`config.mk`:
```
export PLATFORM = sky130hd
export DESIGN_NAME = gate_test_sequencer
export DESIGN_NICKNAME = d
export VERILOG_FILES = /design/src/rtl/gate_test_sequencer.sv
export SDC_FILE = /design/constraint.sdc
export NUM_CORES = 1
export LEC_CHECK = 0
export ABC_AREA = 1
export CAP_MARGIN = 20
export CORE_MARGIN = 2
export CORE_UTILIZATION = 55
export DETAILED_ROUTE_END_ITERATION = 8
export PLACE_DENSITY_LB_ADDON = 0.12
export SLEW_MARGIN = 10
export SYNTH_ARGS = -nofsm -noshare
export SYNTH_HDL_FRONTEND = slang
export SYNTH_SLANG_ARGS = --single-unit
```
`constraint.sdc`:
```
create_clock -name clk -period 4.2 [get_ports clk]
set_input_delay 0.42 -clock clk [delete_from_list [all_inputs] [get_ports clk]]
set_output_delay 0.42 -clock clk [all_outputs]
set_load 0.005 [all_outputs]
```
`src/rtl/gate_test_sequencer.sv`:
```
// Drives the four operand combinations into six external logic gates, waits for
// them to settle, compares each returned output and reports a pass/fail summary.
module gate_test_sequencer #(
    parameter int SETTLE_CYCLES = 2
) (
    input  logic       clk,
    input  logic       rst,
    input  logic       start,
    output logic       a,
    output logic       b,
    input  logic       and_in,
    input  logic       or_in,
    input  logic       not_in,
    input  logic       nand_in,
    input  logic       nor_in,
    input  logic       xor_in,
    output logic       busy,
    output logic       done,
    output logic       pass,
    output logic [2:0] err_count,
    output logic [3:0] fail_mask
);

    typedef enum logic [1:0] {
        ST_IDLE   = 2'd0,
        ST_SETTLE = 2'd1,
        ST_SAMPLE = 2'd2,
        ST_DONE   = 2'd3
    } state_t;

    localparam logic [3:0] SETTLE_LAST = 4'(SETTLE_CYCLES - 1);

    // Golden response ordered {and, or, not, nand, nor, xor}; NOT sees only a.
    function automatic logic [5:0] gate_expect(input logic op_a, input logic op_b);
        gate_expect = {op_a & op_b, op_a | op_b, ~op_a,
                       ~(op_a & op_b), ~(op_a | op_b), op_a ^ op_b};
    endfunction

    state_t      state_q, state_d;
    logic [1:0]  vec_q, vec_d;
    logic [3:0]  cnt_q, cnt_d;
    logic        a_q, a_d;
    logic        b_q, b_d;
    logic        busy_q, busy_d;
    logic        done_q, done_d;
    logic        pass_q, pass_d;
    logic [2:0]  err_q, err_d;
    logic [3:0]  mask_q, mask_d;
    logic [5:0]  observed_s;
    logic        mismatch_s;

    assign observed_s = {and_in, or_in, not_in, nand_in, nor_in, xor_in};
    assign mismatch_s = |(observed_s ^ gate_expect(a_q, b_q));

    // State and output registers.
    always_ff @(posedge clk or posedge rst) begin
        if (rst) begin
            state_q <= ST_IDLE;
            vec_q   <= 2'd0;
            cnt_q   <= 4'd0;
            a_q     <= 1'b0;
            b_q     <= 1'b0;
            busy_q  <= 1'b0;
            done_q  <= 1'b0;
            pass_q  <= 1'b0;
            err_q   <= 3'd0;
            mask_q  <= 4'd0;
        end else begin
            state_q <= state_d;
            vec_q   <= vec_d;
            cnt_q   <= cnt_d;
            a_q     <= a_d;
            b_q     <= b_d;
            busy_q  <= busy_d;
            done_q  <= done_d;
            pass_q  <= pass_d;
            err_q   <= err_d;
            mask_q  <= mask_d;
        end
    end

    // Next-state and next-output logic.
    always_comb begin
        state_d = state_q;
        vec_d   = vec_q;
        cnt_d   = cnt_q;
        a_d     = a_q;
        b_d     = b_q;
        busy_d  = busy_q;
        done_d  = 1'b0;
        pass_d  = pass_q;
        err_d   = err_q;
        mask_d  = mask_q;

        case (state_q)
            ST_IDLE: begin
                if (start) begin
                    state_d = ST_SETTLE;
                    vec_d   = 2'd0;
                    cnt_d   = 4'd0;
                    a_d     = 1'b0;
                    b_d     = 1'b0;
                    busy_d  = 1'b1;
                    pass_d  = 1'b0;
                    err_d   = 3'd0;
                    mask_d  = 4'd0;
                end else begin
                    state_d = ST_IDLE;
                end
            end
            ST_SETTLE: begin
                if (cnt_q == SETTLE_LAST) begin
                    cnt_d   = 4'd0;
                    state_d = ST_SAMPLE;
                end else begin
                    cnt_d   = cnt_q + 4'd1;
                end
            end
            ST_SAMPLE: begin
                // A vector counts once no matter how many gates disagree.
                if (mismatch_s) begin
                    mask_d[vec_q] = 1'b1;
                    err_d         = err_q + 3'd1;
                end else begin
                    err_d         = err_q;
                end
                if (vec_q != 2'd3) begin
                    vec_d   = vec_q + 2'd1;
                    a_d     = vec_d[1];
                    b_d     = vec_d[0];
                    state_d = ST_SETTLE;
                end else begin
                    state_d = ST_DONE;
                    done_d  = 1'b1;
                    busy_d  = 1'b0;
                    pass_d  = (err_d == 3'd0);
                end
            end
            ST_DONE: begin
                state_d = ST_IDLE;
            end
            default: begin
                state_d = ST_IDLE;
            end
        endcase
    end

    assign a         = a_q;
    assign b         = b_q;
    assign busy      = busy_q;
    assign done      = done_q;
    assign pass      = pass_q;
    assign err_count = err_q;
    assign fail_mask = mask_q;

endmodule

```
== After elaboration in Yosys (flattened, before gate mapping) ==
Index checks and enable logic that the tools add are counted.
W data, S select, Z words.
Word-level totals
  logic and storage cells: 74
  bits in registers: 20
  bits of input ports: 9
Cells by class
  add/sub/neg operators: 3
  reductions and logical operators: 11
  $lt $le $gt $ge: 2
  muxes and demuxes: 30
  eq/ne operators: 10
  bitwise operators: 8
Operators with widths (number)
  $pmux W4 S2: 2
  $mux W4: 3
  $ne A2 B2 Y1 const B: 6
  $mux W1: 10
  $mux W3: 3
  $reduce_and A3 Y1: 3
  $mux W2: 4
  $pmux W1 S2: 4
  $pmux W2 S4: 1
  $pmux W3 S2: 1
  $reduce_or A6 Y1: 1
  $xor A6 B6 Y6: 1
  $add A4 B1 Y4 const B: 1
  $eq A2 B2 Y1 const B: 2
  $eq A4 B1 Y1 const B: 1
  $or A4 B4 Y4: 1
  $pmux W2 S2: 1
  $reduce_and A2 Y1: 2
  $reduce_bool A2 Y1: 2
  $add A3 B1 Y3 const B: 1
  $logic_not A3 Y1: 1
  $lt A2 B3 Y1 const B: 1
  $not A1 Y1: 3
  $add A2 B1 Y2 const B: 1
  other kinds (8): 8

== Longest topological paths before layout ==
Gate-level depths: netlist (run 1).
  word-level depth: 9
  gate-level depth with buffers: 12
  gate-level depth less buffers: 12

== Worst setup path before layout (run 1) ==
Ideal clock, no wire load.
  kind: flip-flop to flip-flop
  start point: register vec_q[1]
  end point: register mask_q[3], in the netlist fail_mask[3]
  buffers on the path: 0
  setup time: 119 ps
  data required time: 4081 ps
  path slack: 2611 ps
  cell stages (with the launch flop): 11
  arrival: 1470 ps
  cells stage by stage: dfrtp_1 inv_2 ha_1 inv_2 nand2_1 nand2_1 nor2_1 nand3_2 nand2_1 nor2_1 o21a_1
On the way
  cells in the longest elaborated chain, start to end: 7
  elaborated cells on any way between the ends: 8
  those cells by class: order compare: 2; mux: 4; bitwise: 1; reduce/logical: 1
Ends and longest elaborated chain
  from (decl): line 40  | logic [1:0] vec_q, vec_d;
  from (signal assigned): line 70  | vec_q <= vec_d;
  $lt A2 B3 Y1 (not written as such) or $ge A2 B1 Y1 (tied branches): line 122  | mask_d[vec_q] = 1'b1;
  $logic_and A1 B1 Y1 (not written as such): line 122
  $mux W1 (not written as such): line 122
  $demux W1 S2 *: line 122
  $or A4 B4 Y4 (no line) *
  $mux W4 *: line 121  | if (mismatch_s) begin
  $pmux W4 S2 *: line 95  | case (state_q)
  to (signal assigned): line 78  | mask_q <= mask_d;
  to (decl): line 48  | logic [3:0] mask_q, mask_d;
Mark *: on every way between the ends. The rest lies on a longest branch, timed or not. The select of a mux whose other input is x is not followed.
A chain may end at the register's enable or synchronous reset.

== Worst setup path in the final report (run 1) ==
  start point: register vec_q[1]
  end point: register pass_q, in the netlist pass
On the way
  cells in the longest elaborated chain, start to end: 3
Ends and longest elaborated chain
  $ne A2 B2 Y1: line 127  | if (vec_q != 2'd3) begin
  $ne A2 B2 Y1 (no line)
  $reduce_and A3 Y1 (no line)
  to (signal assigned): line 76  | pass_q <= pass_d;
  to (decl): line 46  | logic pass_q, pass_d;
No other way between the ends.

==> results of run 1 <==
## metrics by stage
| stage | setup WS, ps | instances | total power, mW |
|---|---|---|---|
| 2_1_floorplan | 2610 | 146 | 0.579 |
| 3_3_place_gp | 2450 | 193 | 0.694 |
| 3_5_place_dp | 2400 | 193 | 0.715 |
| 4_1_cts | 2450 | 197 | 0.829 |
| 5_1_grt | 2280 | 197 | 0.904 |
| 6_report | 2450 | 197 | 0.824 |
## power breakdown
group	internal, mW	leakage (nW)	switching, mW
sequential	0.227	0.236	0.0475
combinational	0.180	0.456	0.258
clock	0.0529	0.0210	0.0588
total	0.459	0.714	0.364
## cell families after synthesis
logic type      count (synthesis)  share of synthesized area, %
simple gates                   71                          30.9
buf+inv                        31                          10.5
fa+ha+maj                       8                          8.99
compound gates                 16                          7.64
xor+xnor                        2                          1.57
flops                          18                          40.4
## state kept, by name, indices dropped and copies added (netlist names)
signal,flops
fail_mask,4
pass,1
err_count,3
state_q,2
done,1
busy,1
cnt_q,4
vec_q,2
## worst reg2reg max path, stage by stage (launching register included)
cell and delay, ps:
dfrtp_1 450, inv_2 100, ha_1 350, inv_2 80
nand2_1 50, nand2_1 50, nand2_1 50, nor2_1 180
nand3_1 110, nand2_2 100, nor2_2 30, nand3_1 50
nand2_1 50
## area by class of cell
cell class | instances | area [µm²] | share of cell area [%]
multi-input cells | 97 | 547 | 39.5
repair buffers | 20 | 200 | 14.5
inverters | 31 | 116 | 8.41
clock buffers | 4 | 36.3 | 2.62
well taps | 27 | 33.8 | 2.44
flip-flops and latches | 18 | 450 | 32.5
## routing by layer
metal  up-vias  track usage [%]  share of wire [%]
li1        493                -                  -
met1       426             24.3                 44
met2        13             40.6                 53
met3         5             3.68                1.9
met4         0             7.14                1.3
met5         -                0                  0
## path summary, 6_finish.rpt
path,end,slack (ps),depth (start not counted)
hold / removal,fail_mask[2]$_DFFE_PP0P_,500,2
setup / recovery,pass$_DFFE_PP0P_,2450,12
setup reg to reg,pass$_DFFE_PP0P_,2450,12
min in group clk,busy$_DFFE_PP0P_,500,2
hold reg to reg,busy$_DFFE_PP0P_,500,2
max in group asynchronous,busy$_DFFE_PP0P_,3270,2
## synth_stat cells, drive strengths merged
cell type and instances:
nand2 45, o21ai 7, o22ai 2, ha 8, nor3 1, inv 31, nor3b 1, xor2 1
o21a 1, a21oi 6, dfrtp 18, xnor2 1, nor2 14, nand3 10
==> metrics, run 1 <==
status completed; area fraction of the dominant cell type after synthesis 40.4%; Mapped Cells roughly 150; CP Capture Type flip-flop; Via density 4.76; largest net degree at the start of global routing 19; clk sinks 18; worst reg2reg startpoint vec_q[1]$_DFFE_PP0P_; Post-DRT Antenna Nets 0; critical-path cell list inv_2, ha_1, inv_2, nand2_1, nand2_1, nand2_1, nor2_1, nand3_1, nand2_2, nor2_2, nand3_1, nand2_1; Root Driver clkbuf_4; final net count approximately 190; Pre-antenna DRT Iters 4; placed inst area between 1000 and 1500 µm²; FMAX ~0.57 GHz; cell area after layout 1380 µm²; CTS tree yes; Final Hold Viols 0; row count 16; Max Root-Sink Buffers 2; DR iter-0 viols 3; Synth Warn # 0; Max-Cap Viols 0; vias in the first global route 981; final clock skew 1.33 ps; max-slew violations 0; crit start category flip-flop; PortBufs 20; fill count 159; boundary pin count 21; drt total wl ~2200 µm; P_leak approximately 0.7 nW; Crit-path slowest cell dfrtp_1; Final period util 41.6%; RSZ-0062 raised after global routing no; post-CTS sizing 0; register area share after synthesis 40.4%; drt wl/cell 10.9 µm; die footprint 2400 µm²; die width 49.0 µm; WP buf/inv 2; final setup vio count 0; share of cells above drive strength 1 between 10% and 20%; initial antenna violation count 0; CTS Buf Count 3; worst stage delay on the critical path 450 ps; most frequent cells in the layout nand2_1, inv_1, clkdlybuf4s50_1, dfrtp_1, inv_2; die height slightly below 50 µm; VDD IR-drop max between 0.0003 and 0.0004 V; commonest non-fill, non-tap cell in the layout nand2_1; postcts setup bufs 0; Mapped Avg Cell Area 7.63 µm²; CP arrival 1950 ps; DR DRC count 0; data required time of the critical path around 4400 ps; Via Count about 940; Tightest Hold Check Type input port to async pin; Syn Std Cell Area 1110 µm²; routability cong. 0.873; Min Hold Slack 501 ps; area leader, netlist dfrtp_1; Tightest Pin Transition 676 ps; first-pass GRT wire length just under 4000 µm; diode count 0; grt total ovfl 0; CP startpoint vec_q[1]$_DFFE_PP0P_; worst rel slew slack a little over half; Yosys cell types 21; post-synthesis net count 163; synth top area cells dfrtp_1, nand2_1, ha_1, inv_1, nand3_1; gr usage total between 20% and 30%; clk slew on worst S/H paths roughly 110 ps; core area 1940 µm²; initial core utilization 57.3%; CP top delay family simple AND/OR/NAND/NOR gates; Top cell by count, worst path nand2_1; CTS hold repair buffers 0; hpwl dp between 1500 and 2000 µm; critical path class flip-flop to flip-flop; Crit Path Max Fanout 6; clock latency on the worst-skew pair around 300 ps; Area Overhead vs Synth 24.3%; Util after Layout 71.3%; Power per Cell Area 595 nW/µm²; Final min period 1750 ps; synthesized flop and latch total 18; final setup TNS 0 ps; H-Tree Depth 1
Power figures use the tool's default switching activity.
==> run 2: changes to the inputs <==
--- a/config.mk
+++ b/config.mk
@@ -8,7 +8,7 @@
 export ABC_AREA = 1
 export CAP_MARGIN = 20
 export CORE_MARGIN = 2
-export CORE_UTILIZATION = 55
+export CORE_UTILIZATION = 51
 export DETAILED_ROUTE_END_ITERATION = 8
 export PLACE_DENSITY_LB_ADDON = 0.12
 export SLEW_MARGIN = 10
==> constraint.sdc (replaced) <==
create_clock -name clk -period 1.8 [get_ports clk]
set_input_delay 0.18 -clock clk [delete_from_list [all_inputs] [get_ports clk]]
set_output_delay 0.18 -clock clk [all_outputs]
set_load 0.005 [all_outputs]
==> run 2 against run 1 <==
  * Fmax increased by 6.3%
  * Combinational power increased to 2.6 times the previous value
  * Critical path depth decreased by 3
  * Hold slack got worse by 240 ps
  * Final cell count increased by 1.0%
  * Final area increased by 3.8%
  * Largest cell class unchanged
  * Setup slack got worse by 2300 ps
  * Flip-flop and latch count unchanged
  * Critical path type unchanged
  * Routed wire length increased by 9.4%
  * Sequential share of layout area decreased by 1.1 points
==> metrics, run 2 (same netlist as run 1, synthesis figures left out) <==
status completed; most frequent cells in the layout nand2_1, inv_1, clkdlybuf4s50_1, dfrtp_1, inv_2; largest net degree at the start of global routing 19; die height 50.7 µm; final worst slack 156 ps; Util after Layout between 70% and 80%; hpwl dp 1760 µm; busiest grt layer met2; post-placement cell count a little under 200; data required time of the critical path 2000 ps; critical path depth 9; H-Tree Depth 1; final net count 190; Max Root-Sink Buffers 2; Tightest Pin Transition 691 ps; diode count 0; Final min period 1640 ps; Area Overhead vs Synth 29.0%; initial core utilization 55.6%; clk slew on worst S/H paths 110 ps; final setup TNS 0 ps; clock latency on the worst-skew pair 310 ps; CP top delay family simple AND/OR/NAND/NOR gates; Root Driver clkbuf_4; Finished Layout Cells 199; boundary pin count 21; Min Hold Slack between 200 and 300 ps; met1 Usage GRT about a quarter; DR iter-0 viols 16; vias in the first global route 956; critical-path cell list inv_2, ha_4, nand2_1, nand2_1, nor2_2, nand3_4, nand2_2, nor2_1, o21a_1; Tightest Hold Check Type input port to async pin; final clock skew 6.05 ps; P_leak 0.725 nW; Final period util 91.3%; drt total wl 2360 µm; CP Capture Type flip-flop; share of cells above drive strength 1 21.5%; fill count 151; initial antenna violation count 0; grt total ovfl 0; R2R depth 9; worst rel slew slack 53.9%; Crit Path Max Fanout 6; GRT met2 Usage approximately a third; Via Count a little under 1000; WP buf/inv 1; CTS tree yes; CTS hold repair buffers 0; M3 GR Usage 4.17%; Reg-to-Reg End fail_mask[3]$_DFFE_PP0P_; CP arrival 1850 ps; gr usage total 20.9%; PortBufs 20; Final Hold Viols 0; clk sinks 18; commonest non-fill, non-tap cell in the layout nand2_1; die width 50.7 µm; Post-DRT Antenna Nets 0; FMAX 0.608 GHz; core area 2000 µm²; Pre-antenna DRT Iters 4; Via density approximately 4.8; final setup vio count 0; first-pass GRT wire length 3910 µm; worst stage delay on the critical path 450 ps; pre-CTS setup slack 38.4 ps; Power per Cell Area about 1400 nW/µm²; crit start category flip-flop; R2R setup slack 160 ps; Max-Cap Viols 0; CTS Buf Count 3; DR DRC count 0; Crit-path slowest cell dfrtp_2; max-slew violations 0; Top cell by count, worst path nand2_1; VDD IR-drop max approximately 0.0011 V; die footprint 2570 µm²; worst reg2reg startpoint vec_q[1]$_DFFE_PP0P_; routability cong. approximately 0.85; critical path class flip-flop to flip-flop; row count 16; drt wl/cell 11.8 µm
==> run 2: cell types whose count changed in the layout (fill, tap and decap cells not counted), sizes merged <==
| cell | change |
|---|---|
| buf | +2 |
==> run 2: cell type report <==
type	count	area, µm²	share of cell area [%]
clock buffer	4	36.3	2.53
inverter	31	116	8.10
multi-input combinational	97	583	40.6
sequential	18	452	31.4
tap	27	33.8	2.35
timing repair buffer	22	215	15.0
==> run 2: worst max-delay path by stage <==
stage	from	end	slack, ps
2_1_floorplan	vec_q[1]$_DFFE_PP0P_	fail_mask[3]$_DFFE_PP0P_	210
3_3_place_gp	vec_q[1]$_DFFE_PP0P_	fail_mask[3]$_DFFE_PP0P_	120
3_5_place_dp	vec_q[1]$_DFFE_PP0P_	fail_mask[3]$_DFFE_PP0P_	40
4_1_cts	vec_q[1]$_DFFE_PP0P_	fail_mask[3]$_DFFE_PP0P_	20
5_1_grt	vec_q[1]$_DFFE_PP0P_	pass$_DFFE_PP0P_	-4
6_report	vec_q[1]$_DFFE_PP0P_	fail_mask[3]$_DFFE_PP0P_	160
==> run 2: timing repair <==
item / CTS / global route
endpoints found under the setup margin: 0 / 8
buffers inserted: 0 / 2
gates resized for setup: 0 / 9
==> run 2: stage by stage <==
| step | area, µm² | power (mW) |
|---|---|---|
| 6_report | 1440 | 2.01 |
| 5_1_grt | 1440 | 2.21 |
| 4_1_cts | 1380 | 1.93 |
| 3_5_place_dp | 1350 | 1.67 |
| 3_3_place_gp | 1350 | 1.62 |
| 2_1_floorplan | 1110 | 1.35 |
==> run 2: routing by layer <==
metal / wire, µm / share of wire [%]
met5: 0 / 0
met2: 1130 / 48
met1: 1120 / 47
met4: 58 / 2.5
met3: 48 / 2.0
==> run 2: power by group <==
| group | leakage (nW) | internal [mW] | switching (mW) | total (mW) |
|---|---|---|---|---|
| clock network | 0.0210 | 0.124 | 0.137 | 0.261 |
| logic | 0.470 | 0.475 | 0.648 | 1.12 |
| registers | 0.235 | 0.530 | 0.100 | 0.630 |
==> run 2: worst reg2reg max path, cell delays in order, from the launching register on <==
cell and delay (ps):
dfrtp_2 450, inv_2 140, ha_4 230, nand2_1 70
nand2_1 70, nor2_2 160, nand3_4 120, nand2_2 100
nor2_1 50, o21a_1 160
